**config.mk**
```make
export PLATFORM = sky130hd
export DESIGN_NAME = pico_io_hub_flat
export DESIGN_NICKNAME = d
export VERILOG_FILES = /design/src/rtl/pico_io_pkg.sv /design/src/rtl/pico_io_hub_if.sv /design/src/rtl/pico_io_sync.sv /design/src/rtl/pico_io_hub.sv /design/src/flat_wrapper.sv
export SDC_FILE = /design/constraint.sdc
export NUM_CORES = 1
export LEC_CHECK = 0
export BUFFER_PORTS_ARGS = -buffer_cell sky130_fd_sc_hd__buf_2
export CAP_MARGIN = 20
export CELL_PAD_IN_SITES_DETAIL_PLACEMENT = 2
export CELL_PAD_IN_SITES_GLOBAL_PLACEMENT = 2
export CORE_MARGIN = 2
export CORE_UTILIZATION = 35
export DETAILED_ROUTE_END_ITERATION = 8
export PLACE_DENSITY_LB_ADDON = 0.1
export SYNTH_ARGS = -nofsm -noshare
export SYNTH_HDL_FRONTEND = slang
export SYNTH_SLANG_ARGS = --single-unit
```
**constraint.sdc**
```tcl
create_clock -name clk -period 1.1 [get_ports clk]
set_input_delay 0.22 -clock clk [delete_from_list [all_inputs] [get_ports clk]]
set_output_delay 0.22 -clock clk [all_outputs]
set_load 0.005 [all_outputs]
```
**src/rtl/pico_io_pkg.sv**
```systemverilog
// Shared constants and types for the pico_io_hub KCPSM6 I/O and interrupt subsystem.
package pico_io_pkg;

    // Default special-port addresses
    localparam logic [7:0] IRQ_STATUS_PORT_DEF = 8'hF0;
    localparam logic [7:0] IRQ_MASK_PORT_DEF   = 8'hF1;
    localparam logic [7:0] WDOG_PORT_DEF       = 8'hF2;

    // Number of clk cycles the watchdog reset request stays high
    localparam int WDOG_PULSE_LEN = 16;

    // Interrupt handshake states
    typedef enum logic [1:0] {
        IDLE,
        REQ,
        SERVICE
    } irq_state_e;

endpackage

```
**src/rtl/pico_io_hub_if.sv**
```systemverilog
// KCPSM6 port bus: address, strobes, data in both directions and the interrupt handshake.
interface pico_io_hub_if;

    logic [7:0] port_id;
    logic       write_strobe;
    logic       k_write_strobe;
    logic       read_strobe;
    logic [7:0] out_port;
    logic [7:0] in_port;
    logic       interrupt;
    logic       interrupt_ack;

    // Processor side
    modport master (
        output port_id, write_strobe, k_write_strobe, read_strobe, out_port, interrupt_ack,
        input  in_port, interrupt
    );

    // Peripheral side
    modport slave (
        input  port_id, write_strobe, k_write_strobe, read_strobe, out_port, interrupt_ack,
        output in_port, interrupt
    );

endinterface

```
**src/rtl/pico_io_sync.sv**
```systemverilog
// One 8-bit input channel: 2-flop synchroniser, previous-value register and change flag.
module pico_io_sync (
    input  logic       clk,
    input  logic       rst_n,
    input  logic [7:0] d_in,
    output logic [7:0] sync_out,
    output logic       change
);

    logic [7:0] meta_q, meta_d;
    logic [7:0] sync_q, sync_d;
    logic [7:0] prev_q, prev_d;

    // Shift the external value through the synchroniser into the previous-value register
    always_comb begin
        meta_d = d_in;
        sync_d = meta_q;
        prev_d = sync_q;
    end

    // Synchroniser and previous-value flops
    always_ff @(posedge clk or negedge rst_n) begin
        if (!rst_n) begin
            meta_q <= 8'h00;
            sync_q <= 8'h00;
            prev_q <= 8'h00;
        end else begin
            meta_q <= meta_d;
            sync_q <= sync_d;
            prev_q <= prev_d;
        end
    end

    assign sync_out = sync_q;
    assign change   = (sync_q != prev_q);

endmodule

```
**src/rtl/pico_io_hub.sv**
```systemverilog
// pico_io_hub: KCPSM6 port decode, output registers, synchronised inputs and
// change-detect interrupts. Optional watchdog built when PICO_IO_WDOG_EN is defined.
module pico_io_hub
    import pico_io_pkg::*;
#(
    parameter int          N_OUT           = 4,
    parameter int          N_IN            = 4,
    parameter logic [7:0]  OUT_BASE        = 8'h00,
    parameter logic [7:0]  IN_BASE         = 8'h20,
    parameter logic [7:0]  IRQ_STATUS_PORT = IRQ_STATUS_PORT_DEF,
    parameter logic [7:0]  IRQ_MASK_PORT   = IRQ_MASK_PORT_DEF,
    parameter logic [7:0]  WDOG_PORT       = WDOG_PORT_DEF,
    parameter logic [23:0] WDOG_CYCLES     = 24'd1_000_000
) (
    input  logic               clk,
    input  logic               cpu_reset_n,
    pico_io_hub_if.slave       bus,
    input  logic [N_IN*8-1:0]  ch_in,
    output logic [N_OUT*8-1:0] ch_out,
    output logic [N_IN-1:0]    rd_pulse,
    output logic               wdog_reset
);

    logic [N_IN-1:0][7:0]  sync_ch;
    logic [N_IN-1:0]       change;

    logic [N_OUT-1:0][7:0] ch_out_q, ch_out_d;
    logic [7:0]            in_port_q, in_port_d;
    logic [N_IN-1:0]       rd_pulse_q, rd_pulse_d;
    logic [N_IN-1:0]       pending_q, pending_d;
    logic [N_IN-1:0]       mask_q, mask_d;
    logic [N_IN-1:0]       clr_bits;

    irq_state_e            state_q;
    logic                  irq_q;

    logic                  status_sel;
    logic                  mask_sel;
    logic                  wdog_sel;
    logic                  special_sel;
    logic [7:0]            wdog_rd_byte;

    for (genvar g = 0; g < N_IN; g++) begin : g_sync
        pico_io_sync u_sync (
            .clk      (clk),
            .rst_n    (cpu_reset_n),
            .d_in     (ch_in[8*g +: 8]),
            .sync_out (sync_ch[g]),
            .change   (change[g])
        );
    end

    assign status_sel  = (bus.port_id == IRQ_STATUS_PORT);
    assign mask_sel    = (bus.port_id == IRQ_MASK_PORT);
    // Special ports shadow any OUT/IN decode that happens to land on them
    assign special_sel = status_sel | mask_sel | wdog_sel;

`ifdef PICO_IO_WDOG_EN
    logic [23:0] wdog_cnt_q, wdog_cnt_d;
    logic [4:0]  pulse_cnt_q, pulse_cnt_d;
    logic        wdog_q, wdog_d;
    logic        kick;
    logic        expire;

    assign wdog_sel     = (bus.port_id == WDOG_PORT);
    assign kick         = bus.write_strobe & wdog_sel;
    // A kick landing on the terminal count wins and no pulse is started
    assign expire       = !kick && (wdog_cnt_q == 24'd0);
    assign wdog_rd_byte = wdog_cnt_q[23:16];
    assign wdog_reset   = wdog_q;

    // Timeout counter reload/decrement and fixed-length reset pulse; kicks never shorten a pulse
    always_comb begin
        wdog_cnt_d  = wdog_cnt_q - 24'd1;
        pulse_cnt_d = pulse_cnt_q;
        wdog_d      = wdog_q;
        if (kick || expire) begin
            wdog_cnt_d = WDOG_CYCLES - 24'd1;
        end
        if (expire) begin
            pulse_cnt_d = 5'(WDOG_PULSE_LEN - 1);
            wdog_d      = 1'b1;
        end else if (pulse_cnt_q != 5'd0) begin
            pulse_cnt_d = pulse_cnt_q - 5'd1;
        end else begin
            wdog_d      = 1'b0;
        end
    end

    // Watchdog flops
    always_ff @(posedge clk or negedge cpu_reset_n) begin
        if (!cpu_reset_n) begin
            wdog_cnt_q  <= WDOG_CYCLES - 24'd1;
            pulse_cnt_q <= 5'd0;
            wdog_q      <= 1'b0;
        end else begin
            wdog_cnt_q  <= wdog_cnt_d;
            pulse_cnt_q <= pulse_cnt_d;
            wdog_q      <= wdog_d;
        end
    end
`else
    assign wdog_sel     = 1'b0;
    assign wdog_rd_byte = 8'h00;
    assign wdog_reset   = 1'b0;
`endif

    // Output register loads from OUTPUT (base-relative) and OUTPUTK (low nibble index)
    always_comb begin
        ch_out_d = ch_out_q;
        for (int i = 0; i < N_OUT; i++) begin
            if (bus.write_strobe && !special_sel && (bus.port_id == OUT_BASE + 8'(i))) begin
                ch_out_d[i] = bus.out_port;
            end else if (bus.k_write_strobe && !bus.write_strobe && !special_sel &&
                         (bus.port_id[3:0] == 4'(i))) begin
                ch_out_d[i] = bus.out_port;
            end
        end
    end

    // Read mux and per-channel read pulses, registered every cycle from port_id
    always_comb begin
        in_port_d  = 8'h00;
        rd_pulse_d = '0;
        if (status_sel) begin
            in_port_d = 8'(pending_q);
        end else if (mask_sel) begin
            in_port_d = 8'(mask_q);
        end else if (wdog_sel) begin
            in_port_d = wdog_rd_byte;
        end else begin
            for (int i = 0; i < N_IN; i++) begin
                if (bus.port_id == IN_BASE + 8'(i)) begin
                    in_port_d     = sync_ch[i];
                    rd_pulse_d[i] = bus.read_strobe;
                end
            end
        end
    end

    // Mask writes and pending update; a new event beats a simultaneous write-1-to-clear
    always_comb begin
        clr_bits  = (bus.write_strobe && status_sel) ? bus.out_port[N_IN-1:0] : '0;
        pending_d = (pending_q & ~clr_bits) | (change & mask_q);
        mask_d    = (bus.write_strobe && mask_sel) ? bus.out_port[N_IN-1:0] : mask_q;
    end

    // Datapath and status flops
    always_ff @(posedge clk or negedge cpu_reset_n) begin
        if (!cpu_reset_n) begin
            ch_out_q   <= '0;
            in_port_q  <= 8'h00;
            rd_pulse_q <= '0;
            pending_q  <= '0;
            mask_q     <= '0;
        end else begin
            ch_out_q   <= ch_out_d;
            in_port_q  <= in_port_d;
            rd_pulse_q <= rd_pulse_d;
            pending_q  <= pending_d;
            mask_q     <= mask_d;
        end
    end

    // Interrupt handshake FSM with registered interrupt request
    always_ff @(posedge clk or negedge cpu_reset_n) begin
        if (!cpu_reset_n) begin
            state_q <= IDLE;
            irq_q   <= 1'b0;
        end else begin
            case (state_q)
                IDLE: begin
                    if (|pending_q) begin
                        state_q <= REQ;
                        irq_q   <= 1'b1;
                    end
                end
                REQ: begin
                    if (bus.interrupt_ack) begin
                        state_q <= SERVICE;
                        irq_q   <= 1'b0;
                    end else if (pending_q == '0) begin
                        state_q <= IDLE;
                        irq_q   <= 1'b0;
                    end
                end
                SERVICE: begin
                    irq_q <= 1'b0;
                    if (pending_q == '0) begin
                        state_q <= IDLE;
                    end
                end
                default: begin
                    state_q <= IDLE;
                    irq_q   <= 1'b0;
                end
            endcase
        end
    end

    assign ch_out        = ch_out_q;
    assign rd_pulse      = rd_pulse_q;
    assign bus.in_port   = in_port_q;
    assign bus.interrupt = irq_q;

endmodule

```
**src/flat_wrapper.sv**
```systemverilog
// flat-port wrapper written by rule: the top's interface ports become plain ports
module pico_io_hub_flat import pico_io_pkg::*;
#(
    parameter int          N_OUT           = 4,
    parameter int          N_IN            = 4,
    parameter logic [7:0]  OUT_BASE        = 8'h00,
    parameter logic [7:0]  IN_BASE         = 8'h20,
    parameter logic [7:0]  IRQ_STATUS_PORT = IRQ_STATUS_PORT_DEF,
    parameter logic [7:0]  IRQ_MASK_PORT   = IRQ_MASK_PORT_DEF,
    parameter logic [7:0]  WDOG_PORT       = WDOG_PORT_DEF,
    parameter logic [23:0] WDOG_CYCLES     = 24'd1_000_000
)
  (clk, cpu_reset_n, ch_in, ch_out, rd_pulse, wdog_reset, bus_port_id, bus_write_strobe, bus_k_write_strobe, bus_read_strobe, bus_out_port, bus_interrupt_ack, bus_in_port, bus_interrupt);
  pico_io_hub_if bus_i ();
  input  logic clk;
  input  logic cpu_reset_n;
  input  logic [N_IN*8-1:0] ch_in;
  output logic [N_OUT*8-1:0] ch_out;
  output logic [N_IN-1:0] rd_pulse;
  output logic wdog_reset;
  input wire logic [$bits(bus_i.port_id)-1:0] bus_port_id;
  input wire logic [$bits(bus_i.write_strobe)-1:0] bus_write_strobe;
  input wire logic [$bits(bus_i.k_write_strobe)-1:0] bus_k_write_strobe;
  input wire logic [$bits(bus_i.read_strobe)-1:0] bus_read_strobe;
  input wire logic [$bits(bus_i.out_port)-1:0] bus_out_port;
  input wire logic [$bits(bus_i.interrupt_ack)-1:0] bus_interrupt_ack;
  output wire logic [$bits(bus_i.in_port)-1:0] bus_in_port;
  output wire logic [$bits(bus_i.interrupt)-1:0] bus_interrupt;
  assign bus_i.port_id = bus_port_id;
  assign bus_i.write_strobe = bus_write_strobe;
  assign bus_i.k_write_strobe = bus_k_write_strobe;
  assign bus_i.read_strobe = bus_read_strobe;
  assign bus_i.out_port = bus_out_port;
  assign bus_i.interrupt_ack = bus_interrupt_ack;
  assign bus_in_port = bus_i.in_port;
  assign bus_interrupt = bus_i.interrupt;
  pico_io_hub #(.N_OUT(N_OUT), .N_IN(N_IN), .OUT_BASE(OUT_BASE), .IN_BASE(IN_BASE), .IRQ_STATUS_PORT(IRQ_STATUS_PORT), .IRQ_MASK_PORT(IRQ_MASK_PORT), .WDOG_PORT(WDOG_PORT), .WDOG_CYCLES(WDOG_CYCLES)) u_core (.clk(clk), .cpu_reset_n(cpu_reset_n), .bus(bus_i), .ch_in(ch_in), .ch_out(ch_out), .rd_pulse(rd_pulse), .wdog_reset(wdog_reset));
endmodule
```
==> out/qor.csv <==
metric,value,unit
clk sinks,151,
final cell count without fillers,749,
root buffer cell,clkbuf_16,
Syn Area/Cell,15.8,um2
Slowest cell on crit path,dfrtp_1,
Iter 0 DRT Violations,94,
H-tree lvl count,4,
DP Wirelength,9620,um
Area Overhead vs Synth,49.5,%
Final Max Tran Viols,0,
Initial Util,0.361,
Via density,4.78,
clock buffer count from CTS,17,
Post-synth EDFFs,0,
Critical Path RT,1.40,ns
proportion of layout cells with a drive suffix above 1,0.499,
Peak VDD IR,1.40,mV
Placement Cell Area,6460,um2
final worst path period share,1.20,
CTS tree,done,
aggregate global-route resource usage,0.199,
Syn Nets,389,
Core ar.,14600,um2
failing checks,negative setup slack,
Leak,0.00369,uW
dpl cells,658,
total gr overflow,0,
latest clock arrival within the worst-skew pair,0.43,ns
Setup CP Type,flop to flop,
crit path launch type,flop,
clk slew on worst S/H paths,0.06,ns
Final Cell Area,7900,um2
relative slew slack,0.631,
worst hold-check path type,primary input to flop,
RSZ-0062 raised after global routing,yes,
Worst Setup End Kind,flop,
gpl congestion,0.822,
DRC errors left,0,
std cell rows,44,
CP Cell Sequence,or3b_4 -> o2111ai_4 -> a31oi_2 -> o32a_1,
die footprint,16100,um2
Final ANT Viol Nets,0,
first-pass GRT wire length,23900,um
Wirelength per Cell,19.9,um
Yosys Warn Count,0,
CP Max Fanout,2,
Buffers on Ports,98,
Critical Path AT,1.61,ns
Fmax achieved,758,MHz
pwr/cell area,1800,nW/um2
"most common cell after layout, fill and taps aside",dfrtp_1,
pre-CTS setup slack,-0.633,ns
asr flop ratio synth,1.00,
DR vias,3581,
synth unique cells,48,
status,"finished, violations left",
post-layout net count,607,
most frequent cells in the layout,"dfrtp_1 (151), buf_2 (92), buf_4 (61)",
clock tree buffer depth,2,
drt pass-1 iters,4,
ANT cells,0,
Post-Syn Area,5290,um2
die width,127,um
final setup vio count,91,
Boundary Pins,100,
vias in the first global route,4224,
initial antenna violation count,1,
ys flop type,dfrtp_1,
worst path bufs/invs,0,
Tot Pwr,14200,uW
utilization after layout,0.540,
Gate Count Post-Synth,335,
Max-Cap Viols,0,
max incr delay on CP,0.40,ns
"Worst Setup Slack, final",-0.219,ns
largest net degree at the start of global routing,62,
post-synthesis sequential area ratio,0.715,
WL final,14900,um
final hold violations,0,
Final min period,1.32,ns
Fin Clk Skew,0.0107,ns
"CP delay by family, top",flip-flops,
Die Span Y,127,um
"flops & latches, synth",151,
worst slew pin tran,0.550,ns
[cells by family after synthesis]
kind of cell / Yosys count / synth area share
flops: 151 / 0.715
compound gates: 40 / 0.0568
xor+xnor: 32 / 0.0530
simple gates: 55 / 0.0646
other cells: 1 / 0.000709
mux: 41 / 0.0970
buf+inv: 15 / 0.0133
[per-stage QoR]
stage	hold slack, ns	setup TNS (ns)
after floorplan	-0.0756	-14.79
after global placement	0.0237	-25.19
after detailed placement	0.0251	-26.39
after CTS	0.0655	-6.21
after global routing	0.0778	-8.90
final	0.0865	-5.76
[flip-flops by register name, indices dropped and copies added (netlist names), 4 cells and up]
name                           count
u_core.bus.in_port                 8
u_core.ch_out                     32
u_core.g_sync.u_sync.meta_q       32
u_core.g_sync.u_sync.prev_q       32
u_core.g_sync.u_sync.sync_out     32
u_core.mask_q                      4
u_core.pending_q                   4
u_core.rd_pulse                    4
[metal layers]
metal / global-route usage / wire, um / vias to the layer above
met5: 0 / 13 / -
met4: 0.0692 / 226 / 2
met3: 0.0418 / 390 / 21
met2: 0.359 / 8190 / 60
met1: 0.237 / 6060 / 1893
li1: - / - / 1605
[power by group]
group / internal, uW / switching (uW)
combinational: 1160 / 778
clock: 3550 / 2290
sequential: 6080 / 339
total: 10800 / 3410
[cell usage after synthesis (3+ instances only)]
| library cell | number | area, um2 |
|---|---|---|
| dfrtp_1 | 151 | 3780 |
| mux2_2 | 32 | 360 |
| xnor2_1 | 32 | 280 |
| a21oi_1 | 12 | 60.1 |
| nand2_1 | 10 | 37.5 |
| nand4_1 | 9 | 56.3 |
| o21ai_0 | 9 | 45.0 |
| inv_1 | 8 | 30.0 |
| and3_1 | 5 | 31.3 |
| nor2_1 | 5 | 18.8 |
| mux4_2 | 4 | 90.1 |
| clkbuf_1 | 3 | 11.3 |
| nand3_1 | 3 | 15.0 |
| nor2b_1 | 3 | 18.8 |
| nor3_1 | 3 | 15.0 |
| nor4_1 | 3 | 18.8 |
| o2bb2ai_1 | 3 | 26.3 |
| o32a_1 | 3 | 30.0 |
[worst register-to-register path, cell delays in order, from the launching register on]
cell and delay [ns]:
dfrtp_1 0.40, or3b_4 0.40, o2111ai_4 0.12, a31oi_2 0.07, o32a_1 0.20
[area by class of cell]
type	count	area (um2)
timing repair buffer	206	1550
clock buffer	19	433
tap	184	230
fill	1325	6740
multi-input combinational	169	1730
sequential	151	3780
inverter	8	30.0
clock inverter	12	154
[path summary, 6_finish.rpt]
path,from,to,slack [ns],cells past startpoint
setup / recovery,u_core.g_sync[1].u_sync.sync_out[2],u_core.bus.in_port[2],-0.22,4
hold reg to reg,u_core.g_sync[1].u_sync.meta_q[2],u_core.g_sync[1].u_sync.sync_out[2],0.35,0
hold / removal,bus_port_id[2],u_core.rd_pulse[0],0.09,3
min in group asynchronous,cpu_reset_n,u_core.g_sync[1].u_sync.sync_out[4],0.17,2
setup reg to reg,u_core.g_sync[1].u_sync.sync_out[2],u_core.bus.in_port[2],-0.22,4
max in group asynchronous,cpu_reset_n,u_core.ch_out[4],0.43,3
[timing repair]
action / in CTS / in global routing
endpoints found under the setup margin: 95 / 95
pin swaps: 26 / 11
hold buffers: 33 / 0
gates resized for setup: 63 / 7
cloned: 0 / 0
hold endpoints to repair: 183 / 0
setup buffers: 17 / 10
No activity file was read; power rests on OpenSTA's default activity.
